## src/rtl/alu_arbiter_if.sv

```systemverilog
// rtl/alu_arbiter_if.sv - request, response and ALU-side signal bundle for alu_arbiter
interface alu_arbiter_if #(
  parameter int W   = 16,
  parameter int OPW = 5
);
  logic           req0_valid;
  logic           req0_ready;
  logic [OPW-1:0] req0_op;
  logic [W-1:0]   req0_a;
  logic [W-1:0]   req0_b;

  logic           req1_valid;
  logic           req1_ready;
  logic [OPW-1:0] req1_op;
  logic [W-1:0]   req1_a;
  logic [W-1:0]   req1_b;

  logic           rsp_valid;
  logic           rsp_ready;
  logic           rsp_id;
  logic [W-1:0]   rsp_result;
  logic [3:0]     rsp_flags;

  logic [OPW-1:0] alu_op;
  logic [W-1:0]   alu_a;
  logic [W-1:0]   alu_b;
  logic [W-1:0]   alu_result;
  logic [3:0]     alu_flags;

  logic [15:0]    ops_done;

  // Arbiter side: serves the requesters, drives the ALU, produces responses.
  modport slave (
    input  req0_valid, req0_op, req0_a, req0_b,
    input  req1_valid, req1_op, req1_a, req1_b,
    input  rsp_ready, alu_result, alu_flags,
    output req0_ready, req1_ready,
    output rsp_valid, rsp_id, rsp_result, rsp_flags,
    output alu_op, alu_a, alu_b, ops_done
  );

  // Environment side: requesters, response consumer and the ALU itself.
  modport master (
    output req0_valid, req0_op, req0_a, req0_b,
    output req1_valid, req1_op, req1_a, req1_b,
    output rsp_ready, alu_result, alu_flags,
    input  req0_ready, req1_ready,
    input  rsp_valid, rsp_id, rsp_result, rsp_flags,
    input  alu_op, alu_a, alu_b, ops_done
  );
endinterface

```

## src/rtl/alu_arbiter.sv

```systemverilog
// rtl/alu_arbiter.sv - round-robin two-requester sequencer for the shared ALU
module alu_arbiter #(
  parameter int W   = 16,
  parameter int OPW = 5
) (
  input  logic         clk,
  input  logic         rst,
  alu_arbiter_if.slave bus
);

  typedef enum logic [1:0] {
    IDLE = 2'd0,
    EXEC = 2'd1,
    RESP = 2'd2
  } state_t;

  state_t         state;
  state_t         next_state;
  logic           last_grant;
  logic           id;
  logic           grant;
  logic           ready0;
  logic           ready1;
  logic           accept;
  logic [OPW-1:0] grant_op;
  logic [W-1:0]   grant_a;
  logic [W-1:0]   grant_b;
  logic [15:0]    ops_cnt;

  assign bus.req0_ready = ready0;
  assign bus.req1_ready = ready1;
  assign bus.ops_done   = ops_cnt;
  assign accept         = ready0 | ready1;

  // Operand mux follows the arbitration winner.
  assign grant_op = grant ? bus.req1_op : bus.req0_op;
  assign grant_a  = grant ? bus.req1_a  : bus.req0_a;
  assign grant_b  = grant ? bus.req1_b  : bus.req0_b;

  // State register.
  always_ff @(posedge clk or posedge rst) begin
    if (rst) state <= IDLE;
    else     state <= next_state;
  end

  // Arbitration, ready generation and next-state selection.
  always_comb begin
    next_state = state;
    ready0     = 1'b0;
    ready1     = 1'b0;
    // Under contention the requester not served last wins; otherwise the lone valid one.
    if (bus.req0_valid && bus.req1_valid) grant = ~last_grant;
    else                                  grant = bus.req1_valid;
    case (state)
      IDLE: begin
        // Ready is gated by rst so an asserted reset suppresses it immediately.
        if ((bus.req0_valid || bus.req1_valid) && !rst) begin
          ready0     = ~grant;
          ready1     = grant;
          next_state = EXEC;
        end
      end
      EXEC:    next_state = RESP;
      RESP:    if (bus.rsp_valid && bus.rsp_ready) next_state = IDLE;
      default: next_state = IDLE;
    endcase
  end

  // Operand capture, result capture, response handshake and completion count.
  always_ff @(posedge clk or posedge rst) begin
    if (rst) begin
      last_grant     <= 1'b1;
      id             <= 1'b0;
      bus.alu_op     <= '0;
      bus.alu_a      <= '0;
      bus.alu_b      <= '0;
      bus.rsp_valid  <= 1'b0;
      bus.rsp_id     <= 1'b0;
      bus.rsp_result <= '0;
      bus.rsp_flags  <= '0;
      ops_cnt        <= '0;
    end else begin
      if (accept) begin
        // ALU inputs are registered here and then held until the next accept.
        bus.alu_op <= grant_op;
        bus.alu_a  <= grant_a;
        bus.alu_b  <= grant_b;
        id         <= grant;
        last_grant <= grant;
      end
      if (state == EXEC) begin
        bus.rsp_result <= bus.alu_result;
        bus.rsp_flags  <= bus.alu_flags;
        bus.rsp_id     <= id;
        bus.rsp_valid  <= 1'b1;
      end
      if (state == RESP && bus.rsp_valid && bus.rsp_ready) begin
        bus.rsp_valid <= 1'b0;
        ops_cnt       <= ops_cnt + 16'd1;
      end
    end
  end

endmodule

```

## src/flat_wrapper.sv

```systemverilog
// flat-port wrapper written by rule: the top's interface ports become plain ports
module alu_arbiter_flat 
#(
  parameter int W   = 16,
  parameter int OPW = 5
)
  (clk, rst, bus_req0_valid, bus_req0_op, bus_req0_a, bus_req0_b, bus_req1_valid, bus_req1_op, bus_req1_a, bus_req1_b, bus_rsp_ready, bus_alu_result, bus_alu_flags, bus_req0_ready, bus_req1_ready, bus_rsp_valid, bus_rsp_id, bus_rsp_result, bus_rsp_flags, bus_alu_op, bus_alu_a, bus_alu_b, bus_ops_done);
  alu_arbiter_if #(.W(W), .OPW(OPW)) bus_i ();
  input  logic clk;
  input  logic rst;
  input wire logic [$bits(bus_i.req0_valid)-1:0] bus_req0_valid;
  input wire logic [$bits(bus_i.req0_op)-1:0] bus_req0_op;
  input wire logic [$bits(bus_i.req0_a)-1:0] bus_req0_a;
  input wire logic [$bits(bus_i.req0_b)-1:0] bus_req0_b;
  input wire logic [$bits(bus_i.req1_valid)-1:0] bus_req1_valid;
  input wire logic [$bits(bus_i.req1_op)-1:0] bus_req1_op;
  input wire logic [$bits(bus_i.req1_a)-1:0] bus_req1_a;
  input wire logic [$bits(bus_i.req1_b)-1:0] bus_req1_b;
  input wire logic [$bits(bus_i.rsp_ready)-1:0] bus_rsp_ready;
  input wire logic [$bits(bus_i.alu_result)-1:0] bus_alu_result;
  input wire logic [$bits(bus_i.alu_flags)-1:0] bus_alu_flags;
  output wire logic [$bits(bus_i.req0_ready)-1:0] bus_req0_ready;
  output wire logic [$bits(bus_i.req1_ready)-1:0] bus_req1_ready;
  output wire logic [$bits(bus_i.rsp_valid)-1:0] bus_rsp_valid;
  output wire logic [$bits(bus_i.rsp_id)-1:0] bus_rsp_id;
  output wire logic [$bits(bus_i.rsp_result)-1:0] bus_rsp_result;
  output wire logic [$bits(bus_i.rsp_flags)-1:0] bus_rsp_flags;
  output wire logic [$bits(bus_i.alu_op)-1:0] bus_alu_op;
  output wire logic [$bits(bus_i.alu_a)-1:0] bus_alu_a;
  output wire logic [$bits(bus_i.alu_b)-1:0] bus_alu_b;
  output wire logic [$bits(bus_i.ops_done)-1:0] bus_ops_done;
  assign bus_i.req0_valid = bus_req0_valid;
  assign bus_i.req0_op = bus_req0_op;
  assign bus_i.req0_a = bus_req0_a;
  assign bus_i.req0_b = bus_req0_b;
  assign bus_i.req1_valid = bus_req1_valid;
  assign bus_i.req1_op = bus_req1_op;
  assign bus_i.req1_a = bus_req1_a;
  assign bus_i.req1_b = bus_req1_b;
  assign bus_i.rsp_ready = bus_rsp_ready;
  assign bus_i.alu_result = bus_alu_result;
  assign bus_i.alu_flags = bus_alu_flags;
  assign bus_req0_ready = bus_i.req0_ready;
  assign bus_req1_ready = bus_i.req1_ready;
  assign bus_rsp_valid = bus_i.rsp_valid;
  assign bus_rsp_id = bus_i.rsp_id;
  assign bus_rsp_result = bus_i.rsp_result;
  assign bus_rsp_flags = bus_i.rsp_flags;
  assign bus_alu_op = bus_i.alu_op;
  assign bus_alu_a = bus_i.alu_a;
  assign bus_alu_b = bus_i.alu_b;
  assign bus_ops_done = bus_i.ops_done;
  alu_arbiter #(.W(W), .OPW(OPW)) u_core (.clk(clk), .rst(rst), .bus(bus_i));
endmodule
```

## config.mk

```make
export PLATFORM = sky130hd
export DESIGN_NAME = alu_arbiter_flat
export DESIGN_NICKNAME = d
export VERILOG_FILES = /design/src/rtl/alu_arbiter_if.sv /design/src/rtl/alu_arbiter.sv /design/src/flat_wrapper.sv
export SDC_FILE = /design/constraint.sdc
export NUM_CORES = 1
export LEC_CHECK = 0
export ABC_AREA = 1
export CAP_MARGIN = 20
export CORE_AREA = 2 2 101 103
export CTS_BUF_LIST = sky130_fd_sc_hd__clkbuf_16
export DETAILED_ROUTE_END_ITERATION = 10
export DIE_AREA = 0 0 103 105
export GPL_TIMING_DRIVEN = 0
export PLACE_DENSITY = 0.77
export SLEW_MARGIN = 25
export SYNTH_ARGS = -nofsm -noshare
export SYNTH_HDL_FRONTEND = slang
export SYNTH_SLANG_ARGS = --single-unit
```

## constraint.sdc

```tcl
create_clock -name clk -period 5.9 [get_ports clk]
set_input_delay 1.77 -clock clk [delete_from_list [all_inputs] [get_ports clk]]
set_output_delay 1.77 -clock clk [all_outputs]
set_load 0.05 [all_outputs]
```

==> Word level (Yosys, flattened, before mapping) <==
Index checks and enable logic that the tools add are counted.
Widths: inputs -> output; s select.
{ "totals": {"output_inout_bits": 77, "elab_cells": 42, "input_bits": 99, "reg_bits": 79} }
{ "classes": {"eq_ne": 4, "bitwise": 3, "add_sub_neg": 1, "n_reduce_logical": 10, "mux": 13} }
{ "op_table": {"columns": ["cell", "count"], "rows": [
  ["$mux 16", 2],
  ["$add 16x1->16 const B", 1],
  ["$mux 1", 7],
  ["$pmux 2 s3", 1],
  ["$logic_and 1x1->1", 5],
  ["$mux 5", 1],
  ["$mux 2", 2],
  ["$ne 2x1->1 const B", 2],
  ["$eq 2x1->1 const B", 1],
  ["$eq 2x2->1 const B", 1],
  ["$logic_not 2->1", 1],
  ["$not 1->1", 2],
  ["$reduce_and 2->1", 1],
  ["$reduce_bool 2->1", 1],
  ["$logic_not 1->1", 1],
  ["$logic_or 1x1->1", 1],
  ["$or 1x1->1", 1]
]} }

==> Longest topological paths before layout <==
Gate-level depths: netlist of run 1.
{ "depth": {"depth_word": 6, "ltp_mapped": 8, "mapped_depth_nobuf": 8} }

==> Worst setup path after synthesis of run 1 <==
No wires, ideal clock.
{ "synth_timing": {"path_kind": "input -> output", "startpoint": "input port rst", "endpoint": "output port bus_req1_ready", "slack_ns": -0.169, "t_required_ns": 4.130, "stages": 4, "path_buffers": 1, "arrival_time_ns": 4.299, "path_cell_list": "inv_1 nand3_2 nor2_1 buf_2"} }
{ "synth_via": {"elab_chain_len": 4} }
{ "synth_lines": {"columns": ["element", "line_no", "source"], "rows": [
  ["start, declared", "flat_wrapper.sv:10", "input logic rst;"],
  ["$logic_not 1->1 (no line)", null, null],
  ["$logic_and 1x1->1", "alu_arbiter.sv:57", "if ((bus.req0_valid || bus.req1_valid) && !rst) begin"],
  ["$mux 1", "alu_arbiter.sv:57", null],
  ["$mux 1", "alu_arbiter.sv:54", "case (state)"],
  ["end, declared", "flat_wrapper.sv:23", "output wire logic [$bits(bus_i.req1_ready)-1:0] bus_req1_ready;"]
]} }
No other way between the ends.

==> Worst setup path after layout of run 1 <==
{ "layout_timing": {"startpoint": "input port rst", "endpoint": "output port bus_req0_ready"} }
{ "layout_via": {"elab_chain_len": 4} }
{ "layout_lines": {"columns": ["element", "line_no", "source"], "rows": [
  ["$logic_not 1->1 (no line)", null, null],
  ["$logic_and 1x1->1", "alu_arbiter.sv:57", null],
  ["$mux 1", "alu_arbiter.sv:57", null],
  ["$mux 1", "alu_arbiter.sv:54", null],
  ["end, declared", "flat_wrapper.sv:22", "output wire logic [$bits(bus_i.req0_ready)-1:0] bus_req0_ready;"]
]} }
No other way between the ends.

==> results of run 1 <==
## worst reg2reg max path, delay by kind of cell (launching register included)
| family | cells | cell delay (ns) |
|---|---|---|
| flip-flops | 1 | 0.41 |
| AND/OR/NAND/NOR | 5 | 0.70 |
| buffers and inverters | 2 | 0.36 |
## metal layers
metal / wire (um) / track usage (%) / vias up
li1: - / - / 1568
met1: 3830 / 21.6 / 1526
met2: 4870 / 30.8 / 129
met3: 823 / 6.49 / 7
met4: 88 / 4.32 / 0
met5: 0 / 0 / -
## placed cells by master (no fill, tap or decap), types with 2 or more instances in the layout
master,netlist,layout
a21oi_1,2,2
dfrtp_1,78,78
nand4_1,2,2
nand2_1,153,153
buf_12,0,2
nand3_1,47,47
clkinv_2,0,2
clkdlybuf4s50_1,0,173
nor2_4,2,2
clkbuf_1,3,3
inv_1,20,20
clkbuf_16,0,9
xnor2_1,2,2
clkinvlp_4,0,3
buf_2,6,6
buf_6,3,3
bufinv_16,0,2
mux2_2,20,20
o21ai_0,5,5
xor2_1,7,7
nor2_1,17,17
clkdlybuf4s15_1,0,2
buf_4,2,2
## stage by stage
step,area (um^2),setup TNS [ns],hold slack (ns),cells
final,5720,0,0.494,703
after global routing,5720,0,0.518,703
after global placement,5360,-2.51,0.468,684
after detailed placement,5400,-0.456,0.477,686
after CTS,5710,0,0.498,702
after floorplan,3440,0,0.468,376
## cell type report
| class | count | area, um^2 | area share, % |
|---|---|---|---|
| clock inverter | 7 | 88.8 | 1.55 |
| buffer | 14 | 90.1 | 1.58 |
| timing repair inverter | 1 | 5.00 | 0.0875 |
| clock buffer | 9 | 225 | 3.94 |
| multi-input combinational | 263 | 1290 | 22.6 |
| inverter | 20 | 78.8 | 1.38 |
| timing repair buffer | 177 | 1790 | 31.3 |
| tap | 133 | 166 | 2.91 |
| sequential | 79 | 1980 | 34.6 |
## sequential cells by signal (all words and copies together), names as in the netlist, 2 cells and up
register,cells
u_core.bus.alu_b,16
u_core.bus.alu_op,5
u_core.state,2
u_core.bus.rsp_flags,4
u_core.bus.ops_done,16
u_core.bus.alu_a,16
u_core.bus.rsp_result,16
## timing repair
item / CTS / global route
setup buffers: 0 / 0
resized for setup: 2 / 2
pin swaps: 0 / 0
endpoints found under the setup margin: 2 / 2
cloned: 0 / 1
## path summary, 6_finish.rpt
path	startpoint	to
worst max-delay path	rst	bus_req0_ready
min in group asynchronous	rst	u_core.bus.rsp_result[14]
worst min register to register	u_core.bus.alu_a[1]	u_core.bus.alu_a[1]
worst max register to register	u_core.state[0]	u_core.bus.alu_a[7]
max in group asynchronous	rst	u_core.last_grant
worst min-delay path	u_core.bus.alu_a[1]	u_core.bus.alu_a[1]
## kinds of logic after synthesis
family	Yosys count	synth area share (%)
muxes	20	6.55
AOI/OAI and AO/OA	7	1.02
DFF	79	57.5
adders and majority gates	1	0.364
xor gates and xnor gates	9	2.29
and+or+nand+nor	226	27.4
buffers and inverters	34	4.80
## power groups by stage
stage          registers [mW]  logic [mW]  clock network, mW
2_1_floorplan            1.65       0.332                  0
3_3_place_gp            0.905        1.67                  0
3_5_place_dp            0.912        1.69                  0
4_1_cts                 0.910        1.69              0.592
5_1_grt                 0.939        1.76              0.615
6_report                0.909        1.68              0.579
==> impl_metrics.tcl, run 1 <==
set metrics [dict create \
    gp_congestion 0.813 \
    relSlewSlack_pct 62.9 \
    layout-drive-gt1-share_pct 9.65 \
    critical_path.max_stage_delay_ns 0.55 \
    most_frequent_cell_after_synthesis "nand2_1" \
    grt_pass1_vias 3350 \
    antenna_found_initial 0 \
    htree_levels 3 \
    cp_top_family "buffers and inverters" \
    core_mm2 0.00964 \
    slowest_stage "clkdlybuf4s15_1" \
    cts_buffer_depth 2 \
    share_clk_of_total_power_pct 18.3 \
    synth-async-reset-ratio_pct 100 \
    detail_route.wl_per_cell_um 13.7 \
    final_min_period_over_clock_period_pct 97.5 \
    cap_violations 0 \
    timing.critical_path.fanout_max 30 \
    final_critical_path_setup_slack_ns 0.149 \
    report.final.slew_viol_count 0 \
    cp_data_arrival_time_ns 3.98 \
    internal-power_mw 1.72 \
    yosys.cell_types.count 23 \
    path_cells "clkdlybuf4s50_1 > clkinvlp_4 > buf_12 > nand3_2 > nor2_2 > buf_2 > clkdlybuf4s15_1" \
    syn_area_mm2 0.00344 \
    ys.flop_type "dfrtp_1" \
    min_path_type "register to register" \
    cts_tree "yes" \
    worstSetupEndpointType "output pin" \
    cp_num_buf_inv 5 \
    routed_wirelength_um 9610 \
    num_antenna_cells 0 \
    post_synth_most_frequent_cells "nand2_1, dfrtp_1, nand3_1" \
    number_of_enable_type_register_cells_in_the_synthesized_netlist 0 \
    final_core_util_pct 59.3 \
    placement.io_buffers 175 \
    post-layout-total-power_mw 3.16 \
    syn_area_per_cell_um2 9.14 \
    status "complete, no violations" \
    synth_top_area_share_pct 56.8 \
    globalRouteTotalUtil_pct 18.1 \
    global_route_wire_length_before_repair_um 15500 \
    p_comb_share_pct 53.0 \
    holdBufCountCts 0 \
    drtPass1Iterations 4 \
    tightestPinTransition_ns 0.554 \
    clock-skew-final_ns 0.00679 \
    setup_viol_count_final 0 \
    yosysTopAreaCell "dfrtp_1" \
    fp.dieH_um 105 \
    synth_seq_cells 79 \
    root_buffer "clkbuf_16" \
    ff2ff_setup_slack_ns 4.37 \
    rsz0062_at_grt "no" \
    yosys-top-cells-area "dfrtp_1, nand2_1, nand3_1, mux2_2, inv_1" \
    ys.warnings.count 0 \
    cts_inserted_buffers 9 \
    vias_per_cell 4.59 \
    netlist_instances 376 \
    remaining_drc_errors 0 \
    numClockSinks 79 \
    dieWidth_um 103 \
    finalWorstPathRequiredPeriod_ns 5.75 \
    fillerInstances 851 \
    detail_route.iter0.violations 98 \
    area.growth.synth_to_final_pct 66.3 \
    grt_overflow 0 \
    clock_insertion_delay_worst_skew_ns 0.33 \
    path_class "primary input to output pin" \
    grt_max_degree 33 \
    dp_slack_ns -0.251 \
    timing.critical_path.depth 7 \
    finish.net_count 665 \
    synthesis.nets 476 \
    critical_path_required_ns 4.13 \
    fmax_mhz 174 \
    dpl.hpwl_um 7360 \
    irDropWorstVdd_mv 0.273 \
    startpoint_type "primary input" \
    hold_violations 0 \
    reg2regPathDepth 7 \
    p_sw_share_pct 45.5 \
    leakage_nw 2.53 \
    path_clk_slew_ns 0.06 \
    power.sequential.fraction_pct 28.7 \
    vias 3230 \
    worstHoldPathCells 2 \
    starting_density_of_the_core_pct 35.7 \
    placementRows 36 \
    fp.dieArea_mm2 0.0108 \
    drt.antenna.violating_nets 0 \
    synth.yosys.seq_area_share_pct 57.5 \
    power_density_mw_per_mm2 553 \
    p_switching_mw 1.44 \
    floorplan.io_pins 176 \
]
(Power assumes the default switching activity.)
==> inputs of run 2 (changes only) <==
CORE_AREA = 2 2 82 84   (was 2 2 101 103)
DIE_AREA = 0 0 84 86   (was 0 0 103 105)
DONT_BUFFER_PORTS = 1   (was not set)
PLACE_DENSITY = 0.73   (was 0.77)
==> run 2 against run 1 <==
Compared with the run above: worst setup slack gained 0.80 ns; final area is 31% lower; clock skew fell by 0.0016 ns; hold slack better by 0.0011 ns; utilization is 3.2 points higher.
==> impl_metrics.tcl, run 2 (synthesis results as in run 1) <==
set metrics [dict create \
    critical_path_required_ns 4.13 \
    finish.net_count 489 \
    htree_levels 3 \
    mostFrequentLayoutCell "nand2_1" \
    finalWorstPathRequiredPeriod_ns 4.95 \
    p_sw_share_pct 50.2 \
    power.sequential.fraction_pct 62.5 \
    grt_pass1_vias 2624 \
    leakage_nw 1.87 \
    fin_setup_tns_ns 0 \
    cts_buffer_depth 2 \
    root_buffer "clkbuf_16" \
    path_clk_slew_ns 0.05 \
    layout-drive-gt1-share_pct 13.7 \
    timing.critical_path.fanout_max 33 \
    detail_route.wl_per_cell_um 16.1 \
    irDropWorstVdd_mv 0.441 \
    dpl.hpwl_um 5860 \
    power_density_mw_per_mm2 691 \
    critical_path.max_stage_delay_ns 0.40 \
    num_antenna_cells 0 \
    gp_congestion 0.792 \
    vias_per_cell 5.43 \
    cp_num_buf_inv 3 \
    global_route_wire_length_before_repair_um 12600 \
    fp.dieH_um 86 \
    p_comb_share_pct 14.7 \
    placementRows 29 \
    routed_wirelength_um 7580 \
    remaining_drc_errors 0 \
    cp_data_arrival_time_ns 3.18 \
    p_switching_mw 1.36 \
    final_core_util_pct 62.5 \
    path_cells "clkinvlp_4 > buf_12 > nand3_2 > nor2_1 > buf_2" \
    antenna_found_initial 0 \
    clock-skew-final_ns 0.00516 \
    hold-worst-slack_ns 0.495 \
    grt_max_degree 34 \
    post-cts-setup-buffer-count 0 \
    path_class "primary input to output pin" \
    cp_top_family "buffers and inverters" \
    relSlewSlack_pct 59.2 \
    clock_insertion_delay_worst_skew_ns 0.33 \
    fillerInstances 527 \
    postCtsResizedCells 0 \
    hold_violations 0 \
    starting_density_of_the_core_pct 54.8 \
    floorplan.io_pins 176 \
    core_mm2 0.00628 \
    setup_viol_count_final 0 \
    share_clk_of_total_power_pct 22.8 \
    most-common-layout-cells "nand2_1, dfrtp_1, nand3_1, mux2_2, inv_1" \
    detail_route.iter0.violations 94 \
    holdBufCountCts 0 \
    internal-power_mw 1.35 \
    dieWidth_um 84 \
    fp.dieArea_mm2 0.00722 \
    placement.io_buffers 0 \
    status "complete, no violations" \
    final_min_period_over_clock_period_pct 84.0 \
    drtPass1Iterations 5 \
    min_path_type "register to register" \
    area.growth.synth_to_final_pct 14.1 \
    numClockSinks 79 \
    rsz0062_at_grt "no" \
    tightestPinTransition_ns 0.610 \
    startpoint_type "primary input" \
    cts_tree "yes" \
    globalRouteTotalUtil_pct 22.4 \
    report.final.slew_viol_count 0 \
    fmax_mhz 202 \
    vias 2559 \
    drt.antenna.violating_nets 0 \
    worstSetupEndpointType "output pin" \
    slowest_stage "buf_2" \
    cts_inserted_buffers 9 \
    cap_violations 0 \
    grt_overflow 0 \
]
-- run 2: cell count changes in the layout (fill, tap and decap cells not counted) --
| cell | previous run | this run |
|---|---|---|
| clkinvlp_2 | 1 | 0 |
| inv_1 | 20 | 19 |
| clkinvlp_4 | 3 | 2 |
| buf_12 | 2 | 1 |
| clkdlybuf4s15_1 | 2 | 0 |
| bufinv_16 | 2 | 3 |
| clkinv_1 | 0 | 1 |
| clkdlybuf4s50_1 | 173 | 0 |
| buf_16 | 0 | 1 |
-- run 2: stage by stage --
stage / cells / total power, mW / setup slack [ns] / instance area (um^2)
after floorplan: 376 / 1.98 / 0.535 / 3440
after global placement: 453 / 2.08 / 0.0285 / 3540
after detailed placement: 455 / 2.11 / 0.904 / 3590
after CTS: 471 / 2.73 / 0.907 / 3920
after global routing: 471 / 2.83 / 0.748 / 3920
final: 471 / 2.71 / 0.946 / 3920
-- run 2: final cells by class --
type | instances | area [um^2] | area share [%]
sequential | 79 | 1980 | 50.4
timing repair buffer | 2 | 47.5 | 1.21
tap | 77 | 96.3 | 2.46
multi-input combinational | 263 | 1290 | 33.0
clock buffer | 9 | 225 | 5.74
buffer | 14 | 90.1 | 2.30
inverter | 20 | 78.8 | 2.01
clock inverter | 7 | 111 | 2.84
-- run 2: power groups by stage --
| stage | logic, mW | clock network [mW] | registers [mW] |
|---|---|---|---|
| 6_report | 0.398 | 0.617 | 1.70 |
| 5_1_grt | 0.459 | 0.646 | 1.72 |
| 4_1_cts | 0.405 | 0.626 | 1.70 |
| 3_5_place_dp | 0.409 | 0 | 1.70 |
| 3_3_place_gp | 0.380 | 0 | 1.70 |
| 2_1_floorplan | 0.332 | 0 | 1.65 |
-- run 2: worst paths after layout --
kind | start | end | slack [ns] | cells after the start
setup reg to reg | u_core.bus.ops_done[0] | u_core.bus.ops_done[14] | 4.07 | 6
min in group asynchronous | rst | u_core.bus.rsp_flags[1] | 1.38 | 1
setup / recovery | rst | bus_req1_ready | 0.95 | 5
hold / removal | u_core.last_grant | u_core.last_grant | 0.50 | 2
max in group asynchronous | rst | u_core.last_grant | 3.89 | 2
hold reg to reg | u_core.last_grant | u_core.last_grant | 0.50 | 2
-- run 2: layer usage --
layer | vias to the layer above | GRT usage [%] | part of all wire (%)
met5 | - | 0 | 0
met4 | 0 | 10.6 | 2.3
met3 | 17 | 6.54 | 8.6
met2 | 137 | 37.7 | 48
met1 | 1187 | 26.7 | 41
li1 | 1218 | - | -
-- run 2: tightest hold or removal path: cells and delay by family (launching register included) --
kind            cells  cell delay, ns
simple gates        1            0.05
compound gates      1            0.07
flops               1            0.37
==> inputs of run 3 (changes only) <==
CORE_AREA = 2 2 79 81   (was 2 2 82 84)
DIE_AREA = 0 0 81 83   (was 0 0 84 86)
PLACE_DENSITY = 0.75   (was 0.73)
clock period = 4.6 ns   (was 5.9 ns; I/O delays follow)
==> run 3 against run 2 <==
Compared with the run above: utilization is 4.0 points higher; worst setup slack lost 0.50 ns; largest cell class unchanged; power grew 24%.
==> impl_metrics.tcl, run 3 (synthesis results as in run 1) <==
set metrics [dict create \
    status "complete, no violations" \
    finalWorstPathRequiredPeriod_ns 4.16 \
    final_critical_path_setup_slack_ns 0.443 \
    share_clk_of_total_power_pct 20.1 \
    min_path_type "register to register" \
    drtPass1Iterations 4 \
    fp.dieH_um 83 \
    fillerInstances 479 \
    rsz0062_at_grt "no" \
    reg2reg_end "u_core.bus.ops_done[13]" \
    clock-skew-final_ns 0.00709 \
    remaining_drc_errors 0 \
    detail_route.iter0.violations 133 \
    p_comb_share_pct 15.3 \
    leakage_nw 1.84 \
    layout-drive-gt1-share_pct 13.5 \
    clock_insertion_delay_worst_skew_ns 0.32 \
    hold_violations 0 \
    root_buffer "clkbuf_16" \
    timing.rr.start "u_core.bus.rsp_valid" \
    irDropWorstVdd_mv 0.477 \
    globalRouteTotalUtil_pct 25.0 \
    setup.worst_path.start "rst" \
    power.sequential.fraction_pct 64.6 \
    p_switching_mw 1.75 \
    holdBufCountCts 0 \
    critical_path_required_ns 3.22 \
    cts_tree "yes" \
    most-common-layout-cells "nand2_1, dfrtp_1, nand3_1, inv_1, mux2_2" \
    drt.antenna.violating_nets 0 \
    fmax_mhz 241 \
    path_class "primary input to output pin" \
    worstSetupEndpointType "output pin" \
    critical_path.max_stage_delay_ns 0.41 \
    vias_per_cell 5.47 \
    slowest_stage "clkinvlp_4" \
    dpl.hpwl_um 5920 \
    grt_overflow 0 \
    dieWidth_um 81 \
    core_mm2 0.00582 \
    final_core_util_pct 66.5 \
    postCtsResizedCells 0 \
    cts_buffer_depth 2 \
    finalInstanceArea_mm2 0.00387 \
    mostFrequentLayoutCell "nand2_1" \
    setup_viol_count_final 0 \
    placementRows 28 \
    relSlewSlack_pct 56.5 \
    grt_pass1_vias 2683 \
    starting_density_of_the_core_pct 59.1 \
    timing.critical_path.depth 5 \
    finish.net_count 489 \
    fp.dieArea_mm2 0.00672 \
    cp_data_arrival_time_ns 2.78 \
    num_antenna_cells 0 \
    cp_top_family "buffers and inverters" \
    floorplan.io_pins 176 \
    placement.io_buffers 0 \
    placedCellCount 453 \
    area.growth.synth_to_final_pct 12.4 \
    report.final.slew_viol_count 0 \
    post-layout-total-power_mw 3.37 \
    internal-power_mw 1.62 \
    hold-worst-slack_ns 0.497 \
    grt_max_degree 31 \
    path_clk_slew_ns 0.06 \
    antenna_found_initial 0 \
    dp_slack_ns 0.393 \
    fin_setup_tns_ns 0 \
    p_sw_share_pct 51.9 \
    startpoint_type "primary input" \
    path_cells "clkinvlp_4 > buf_12 > nand3_2 > nor2_2 > buf_2" \
    timing.critical_path.fanout_max 28 \
    place_area_mm2 0.00358 \
    cts_inserted_buffers 9 \
    tightestPinTransition_ns 0.651 \
    crit_end "bus_req0_ready" \
    cp_num_buf_inv 3 \
    vias 2564 \
    numClockSinks 79 \
    cap_violations 0 \
    reg2regPathDepth 7 \
    routed_wirelength_um 7680 \
    detail_route.wl_per_cell_um 16.4 \
    final_cell_count_without_fillers 469 \
    gp_congestion 0.795 \
    global_route_wire_length_before_repair_um 12900 \
    final_min_period_over_clock_period_pct 90.4 \
    htree_levels 3 \
    ff2ff_setup_slack_ns 2.75 \
    power_density_mw_per_mm2 871 \
    post-cts-setup-buffer-count 0 \
]
==> run 3: cell types whose count changed in the layout (fill, tap and decap cells not counted) <==
| cell | change |
|---|---|
| bufinv_16 | -2 |
| clkinvlp_4 | +2 |
| buf_16 | -1 |
| inv_1 | +1 |
| clkinv_2 | -1 |
| buf_12 | +1 |
==> run 3: power groups by stage <==
stage,logic [mW],registers [mW],clock network [mW]
2_1_floorplan,0.426,2.11,0
3_3_place_gp,0.488,2.18,0
3_5_place_dp,0.522,2.19,0
4_1_cts,0.525,2.18,0.689
5_1_grt,0.596,2.21,0.726
6_report,0.515,2.17,0.677
==> run 3: routing by layer <==
layer	global-route usage (%)	vias up	part of all wire, %
li1	-	1217	-
met1	30.3	1201	38
met2	40.9	133	50
met3	7.83	13	8.9
met4	10.2	0	2.1
met5	0	-	0
==> run 3: layout make-up <==
class | instances | area [um^2] | area share, %
Sequential cell | 79 | 1980 | 51.2
Multi-Input combinational cell | 263 | 1290 | 33.5
Clock buffer | 9 | 225 | 5.83
Tap cell | 75 | 93.8 | 2.43
Buffer | 14 | 90.1 | 2.33
Inverter | 20 | 78.8 | 2.04
Clock inverter | 7 | 65.1 | 1.68
Timing Repair Buffer | 2 | 40.0 | 1.04
==> run 3: worst register-to-register path: cells and delay by family (launching register included) <==
kind | cells | cell delay [ns]
buffers and inverters | 1 | 0.11
and+or+nand+nor | 6 | 0.97
DFF | 1 | 0.66
==> run 3: worst min-delay path by stage <==
stage / cells after the start / endpoint / start / slack, ns
6_report: 2 / u_core.last_grant / u_core.last_grant / 0.50
3_5_place_dp: 2 / u_core.last_grant / u_core.last_grant / 0.48
4_1_cts: 2 / u_core.last_grant / u_core.last_grant / 0.50
5_1_grt: 2 / u_core.last_grant / u_core.last_grant / 0.52
3_3_place_gp: 2 / u_core.last_grant / u_core.last_grant / 0.48
2_1_floorplan: 2 / u_core.last_grant / u_core.last_grant / 0.47
